### config.mk
export PLATFORM = sky130hd
export DESIGN_NAME = apb_initiator
export DESIGN_NICKNAME = d
export VERILOG_FILES = /design/src/rtl/apb_initiator.sv
export SDC_FILE = /design/constraint.sdc
export NUM_CORES = 1
export LEC_CHECK = 0
export CAP_MARGIN = 15
export CORE_MARGIN = 2
export CORE_UTILIZATION = 43
export DETAILED_ROUTE_END_ITERATION = 7
export PLACE_DENSITY_LB_ADDON = 0.1
export SETUP_SLACK_MARGIN = 0.4
export SLEW_MARGIN = 5
export SYNTH_ARGS = -nofsm -noshare
export SYNTH_HDL_FRONTEND = slang
export SYNTH_SLANG_ARGS = --single-unit
### constraint.sdc
create_clock -name clk -period 2.1 [get_ports clk]
set_input_delay 0.525 -clock clk [delete_from_list [all_inputs] [get_ports clk]]
set_output_delay 0.525 -clock clk [all_outputs]
set_load 0.005 [all_outputs]
### src/rtl/apb_initiator.sv
// rtl/apb_initiator.sv - single-outstanding APB initiator bridge with response timeout
module apb_initiator #(
  parameter int ADDR_WIDTH     = 16,
  parameter int DATA_WIDTH     = 8,
  parameter int TIMEOUT_CYCLES = 255
) (
  input  logic                  clk,
  input  logic                  rst,
  input  logic                  req_valid,
  output logic                  req_ready,
  input  logic [ADDR_WIDTH-1:0] req_addr,
  input  logic                  req_write,
  input  logic [DATA_WIDTH-1:0] req_wdata,
  output logic                  rsp_valid,
  input  logic                  rsp_ready,
  output logic [DATA_WIDTH-1:0] rsp_rdata,
  output logic                  rsp_timeout,
  output logic [ADDR_WIDTH-1:0] paddr,
  output logic                  psel,
  output logic                  penable,
  output logic                  pwrite,
  output logic [DATA_WIDTH-1:0] pwdata,
  input  logic [DATA_WIDTH-1:0] prdata,
  input  logic                  pready
);

  typedef enum logic [1:0] {IDLE, SETUP, ACCESS, RESPONSE} state_t;

  localparam bit         TMO_EN   = (TIMEOUT_CYCLES != 0);
  localparam logic [7:0] TMO_LAST = 8'(TIMEOUT_CYCLES - 1);

  state_t                state, state_nxt;
  logic [7:0]            tmo_cnt, tmo_cnt_nxt;
  logic [ADDR_WIDTH-1:0] paddr_nxt;
  logic [DATA_WIDTH-1:0] pwdata_nxt, rsp_rdata_nxt;
  logic                  psel_nxt, penable_nxt, pwrite_nxt;
  logic                  rsp_valid_nxt, rsp_timeout_nxt;

  assign req_ready = (state == IDLE);

  always_ff @(posedge clk) begin
    if (rst) begin
      state       <= IDLE;
      tmo_cnt     <= '0;
      paddr       <= '0;
      pwdata      <= '0;
      pwrite      <= 1'b0;
      psel        <= 1'b0;
      penable     <= 1'b0;
      rsp_valid   <= 1'b0;
      rsp_rdata   <= '0;
      rsp_timeout <= 1'b0;
    end else begin
      state       <= state_nxt;
      tmo_cnt     <= tmo_cnt_nxt;
      paddr       <= paddr_nxt;
      pwdata      <= pwdata_nxt;
      pwrite      <= pwrite_nxt;
      psel        <= psel_nxt;
      penable     <= penable_nxt;
      rsp_valid   <= rsp_valid_nxt;
      rsp_rdata   <= rsp_rdata_nxt;
      rsp_timeout <= rsp_timeout_nxt;
    end
  end

  always_comb begin
    state_nxt       = state;
    tmo_cnt_nxt     = tmo_cnt;
    paddr_nxt       = paddr;
    pwdata_nxt      = pwdata;
    pwrite_nxt      = pwrite;
    psel_nxt        = psel;
    penable_nxt     = penable;
    rsp_valid_nxt   = rsp_valid;
    rsp_rdata_nxt   = rsp_rdata;
    rsp_timeout_nxt = rsp_timeout;
    case (state)
      IDLE: begin
        if (req_valid) begin
          paddr_nxt  = req_addr;
          pwrite_nxt = req_write;
          pwdata_nxt = req_wdata;
          psel_nxt   = 1'b1;
          state_nxt  = SETUP;
        end
      end
      SETUP: begin
        penable_nxt = 1'b1;
        tmo_cnt_nxt = '0;
        state_nxt   = ACCESS;
      end
      ACCESS: begin
        // pready is checked first so a completion on the last allowed cycle is not aborted
        if (pready) begin
          psel_nxt        = 1'b0;
          penable_nxt     = 1'b0;
          rsp_rdata_nxt   = pwrite ? '0 : prdata;
          rsp_timeout_nxt = 1'b0;
          rsp_valid_nxt   = 1'b1;
          state_nxt       = RESPONSE;
        end else begin
          tmo_cnt_nxt = tmo_cnt + 8'd1;
          if (TMO_EN && (tmo_cnt == TMO_LAST)) begin
            psel_nxt        = 1'b0;
            penable_nxt     = 1'b0;
            rsp_rdata_nxt   = '0;
            rsp_timeout_nxt = 1'b1;
            rsp_valid_nxt   = 1'b1;
            state_nxt       = RESPONSE;
          end
        end
      end
      RESPONSE: begin
        if (rsp_ready) begin
          rsp_valid_nxt = 1'b0;
          state_nxt     = IDLE;
        end
      end
      default: state_nxt = IDLE;
    endcase
  end

endmodule

* Word level (Yosys, flattened, before mapping)
Index checks and enable logic that the tools add are counted.
Operators by class: multiply operators 0, reductions and logical operators 12, $lt $le $gt $ge 0, bitwise logic cells 0, $add $sub $neg 1, div/mod/pow operators 0, shifts and indexed selects 0, mux-type cells 20, equality and inequality tests 8
Operators by type and width (count):
- $mux 8 | 4
- $pmux 8 s2 | 1
- $reduce_and 3->1 | 3
- $add 8x1->8 const B | 1
- $eq 8x8->1 const B | 1
- $mux 2 | 4
- $pmux 2 s4 | 1
- $reduce_and 2->1 | 4
- $reduce_bool 2->1 | 4
- $mux 1 | 7
- $ne 2x2->1 const B | 3
- $pmux 1 s2 | 3
- $eq 2x2->1 const B | 2
- $ne 3x3->1 const B | 1
- $eq 2x1->1 const B | 1
- $logic_not 2->1 | 1
Word-level totals: latch bits 0, memories 0, register bits 47, memory bits (writable) 0, input bits 38, ROM bits 0

* Depth between registers and ports, before layout
word-level depth 4, depth in mapped cells 7, gate-level depth less buffers 6

* Worst setup path before layout
No wires, ideal clock.
kind register -> register, from register state[0], to register tmo_cnt[7], arrival 1.484 ns, setup time 0.125 ns, data required time 1.975 ns, path slack 0.491 ns, stages on the path, launching flop included 8, cell sequence dfxtp_1 -> inv_1 -> ha_1 -> nand2b_4 -> buf_6 -> or4_4 -> nand4b_1 -> o31ai_2
Between the ends: word-level cells in the longest chain between the ends 3
RTL lines:
- start, declared | RTL line 32 | state_t state, state_nxt;
- start signal, assigned | RTL line 54 | state <= state_nxt;
- $eq 2x2->1 or $eq 2x1->1 (tied branches) | RTL line 78 | case (state)
- $ne 2x2->1 (no source line) or $reduce_bool 2->1 (tied branches)
- $reduce_and 2->1 (no source line)
- end signal, assigned | RTL line 55 | tmo_cnt <= tmo_cnt_nxt;
- end, declared | RTL line 33 | logic [7:0] tmo_cnt, tmo_cnt_nxt;
Several ways; a longest one is shown, not always the timed one. A chain may end at the register's enable or synchronous reset.

* Worst setup path after layout
from register paddr[6], to output port paddr[6]
RTL lines:
- start, declared | RTL line 18 | output logic [ADDR_WIDTH-1:0] paddr,
- start signal, assigned | RTL line 56 | paddr <= paddr_nxt;
No word-level cell between the ends.

==> impl_results.md <==
* WHS Endpoint: paddr[3]
* Routed wire length at 4.79 mm
* Synth warn at 0
* Met1 WL at 2.09 mm
* # hold bufs at CTS at 0
* Routed len/inst at 13.4 um
* LEAKAGE at 1.34 nW
* Die X at 70.2 um
* Num Clock Sinks at 47
* Worst Path Required at 1570 ps
* Status: complete, no violations
* Row count at 24
* Max-cap viol count at 0
* DIE AREA at 0.00493 sq mm
* FF-to-FF setup slack at 530 ps
* Class of the worst hold path: register to register
* # port buffers at 75
* Util after Layout at 69.0%
* Hold_sp: paddr[3]
* Minimum clock period at 1660 ps
* Met3 wire length at 433 um
* Gr usage total at 19.9%
* RR Endpoint: tmo_cnt[7]
* CTS H-tree lvls at 2
* Initial antenna violation count at 0
* RSZ-0062 raised after global routing: no
* Number of global-route vias before repair at 1760
* Synth cell types at 34
* First-pass GRT wire length at 7.96 mm
* TritonCTS buffer count at 5
* P per Cell Area at 1030 mW/mm^2
* Final setup vio count at 0
* Top sig layer: met4
* Vias per Instance at 5.10
* Share of cells above drive strength 1 at 16.0%
* Critical-path maximum fanout at 2
* Crit Path Category: register to output port
* Post-route cell area at 0.00296 sq mm
* WHS Path Cells at 2
* Clock buffer depth at 2
* Area Growth Syn to Fin at 57.1%
* Synth Net Count at 266
* Cells after Synth at 222
* Nets at 350
* DRT iter0 DRCs at 150
* Worst Path Arrival at 1130 ps
* I/O pin total at 76
* Area post-placement at 0.00272 sq mm
* R2r worst-path depth at 6
* Met2 WL at 2.22 mm
* Clk root buf: clkbuf_8
* Post-Syn Area at 0.00189 sq mm
* Initial Utilization at 43.9%
* Clock slew at reported path FFs at 90 ps
* Final ANT Viol Nets at 0
* Remaining global-route overflow at 0
* Chip Height at 70.2 um
* Slew Limit Fails at 0
* Cell Chain, Critical Path: clkdlybuf4s50_1
* CP max stage cell: clkdlybuf4s50_1
* Post-synthesis sequential area ratio at 49.9%
* Seq cells post-synth at 47
* Setup TNS at 0 ps
* Crit end category: output port
* Peak supply drop at 0.000579 V
* CTS tree: built
* Largest net degree at the start of global routing at 26
* Slew @ Worst Pin at 345 ps
* Delay-heaviest family, CP: buffers and inverters
* DRC at 0
* Fmax at 603 MHz
* CP max stage delay at 500 ps
* Vias after detailed routing at 1830
* Diodes inserted at 0
* CP Launch Type: register
* Clock Latency Late Sink at 300 ps
* Tcrit/Tclk final at 79.0%
* Worst path buffer plus inverter count at 1
* Syn Area/Cell at 8.50 sq um
* Final Skew at 5.82 ps
* Critical R2R Launch: state[1]
* Drt first pass iters at 4
* Core area at 0.00429 sq mm
* Routability cong. at 0.810
* Hpwl dp at 3.35 mm
* Fin. Hold Viols at 0
* Relative slew slack at 77.0%
==> cells in the mapped netlist, drive strengths merged <==
| master | number | area, sq um |
|---|---|---|
| a22o | 7 | 61.3 |
| and2b | 1 | 7.51 |
| dfxtp | 47 | 941 |
| and2 | 2 | 12.5 |
| or4 | 1 | 11.3 |
| inv | 4 | 15.0 |
| nor3 | 2 | 15.0 |
| o31ai | 1 | 12.5 |
| nand4b | 2 | 17.5 |
| buf | 3 | 21.3 |
| nand2 | 57 | 214 |
| o21ai | 3 | 15.0 |
| nand3b | 1 | 7.51 |
| ha | 6 | 75.1 |
| nor2b | 1 | 6.26 |
| a311oi | 2 | 17.5 |
| a211oi | 1 | 7.51 |
| nor2 | 12 | 45.0 |
| clkbuf | 9 | 33.8 |
| mux2i | 1 | 10.0 |
| a21o | 1 | 7.51 |
| o211ai | 4 | 30.0 |
| or3 | 2 | 12.5 |
| a31oi | 1 | 6.26 |
| a21oi | 33 | 165 |
| a221oi | 1 | 8.76 |
| nand4 | 2 | 12.5 |
| nand3 | 6 | 30.0 |
| nand2b | 6 | 45.0 |
| o21a | 3 | 22.5 |
==> cell usage in the layout, fill, tap and decap left out, types with 3 or more instances in the layout <==
master	netlist	final
a21oi_1	33	33
o211ai_1	4	4
dfxtp_2	0	19
a22o_1	7	7
buf_4	0	14
dlygate4sd2_1	0	6
ha_1	6	4
o21a_1	3	3
dlymetal6s2s_1	0	14
nor2_1	12	11
nand2_1	57	57
dfxtp_1	47	28
nand3_1	6	6
clkdlybuf4s50_1	0	55
clkbuf_8	0	5
nand2b_1	5	5
==> worst max path at each step <==
| stage | from | to | cells after the start |
|---|---|---|---|
| floorplan | state[0] | tmo_cnt[7] | 7 |
| global placement | pready | rsp_rdata[2] | 6 |
| detailed placement | pready | rsp_rdata[4] | 6 |
| CTS | paddr[14] | paddr[14] | 1 |
| global route | rsp_rdata[1] | rsp_rdata[1] | 1 |
| finish | paddr[6] | paddr[6] | 1 |
==> power breakdown <==
part	switching, mW	internal (mW)	total (mW)
combinational	0.554	0.582	1.14
sequential	0.0792	1.06	1.14
clock	0.301	0.476	0.776
==> stage by stage <==
stage	hold WS, ps	power [mW]	setup slack, ps	std cells
after floorplan	453	1.69	491	222
after global placement	441	2.18	88.2	346
after detailed placement	446	2.20	45.1	346
after CTS	458	3.07	400	359
after global routing	468	3.25	401	359
final	453	3.05	441	359
==> cell families after synthesis <==
logic type | after synthesis | synth area share (%)
compound gates | 57 | 18.8
fa+ha+maj | 6 | 3.98
buf+inv | 16 | 3.71
flops | 47 | 49.9
mux | 1 | 0.531
simple gates | 95 | 23.1
==> layer usage <==
metal | GRT usage (%) | vias to the layer above
met5 | 0 | -
met4 | 5.13 | 0
met3 | 8.95 | 8
met2 | 31.8 | 62
met1 | 24.3 | 832
li1 | - | 928
==> state kept, by name (all words and copies together), names as in the netlist <==
signal,cells
paddr,16
pwdata,8
rsp_rdata,8
tmo_cnt,8
state,2
penable,1
psel,1
pwrite,1
rsp_timeout,1
rsp_valid,1
==> timing repair <==
action                                  in CTS  in global routing
endpoints found under the setup margin      19                 40
gates resized for setup                     16                 30
cloned                                       0                  0
buffers inserted                             5                  0
pin swaps                                    1                  0
==> cell type report <==
class	count	area, sq um
sequential	47	965
tap	52	65.1
fill	341	1330
timing repair buffer	89	883
multi-input combinational	159	903
clock buffer	6	72.6
clock inverter	2	60.1
inverter	4	15.0
Note: power is estimated with default switching activity, not from simulation.
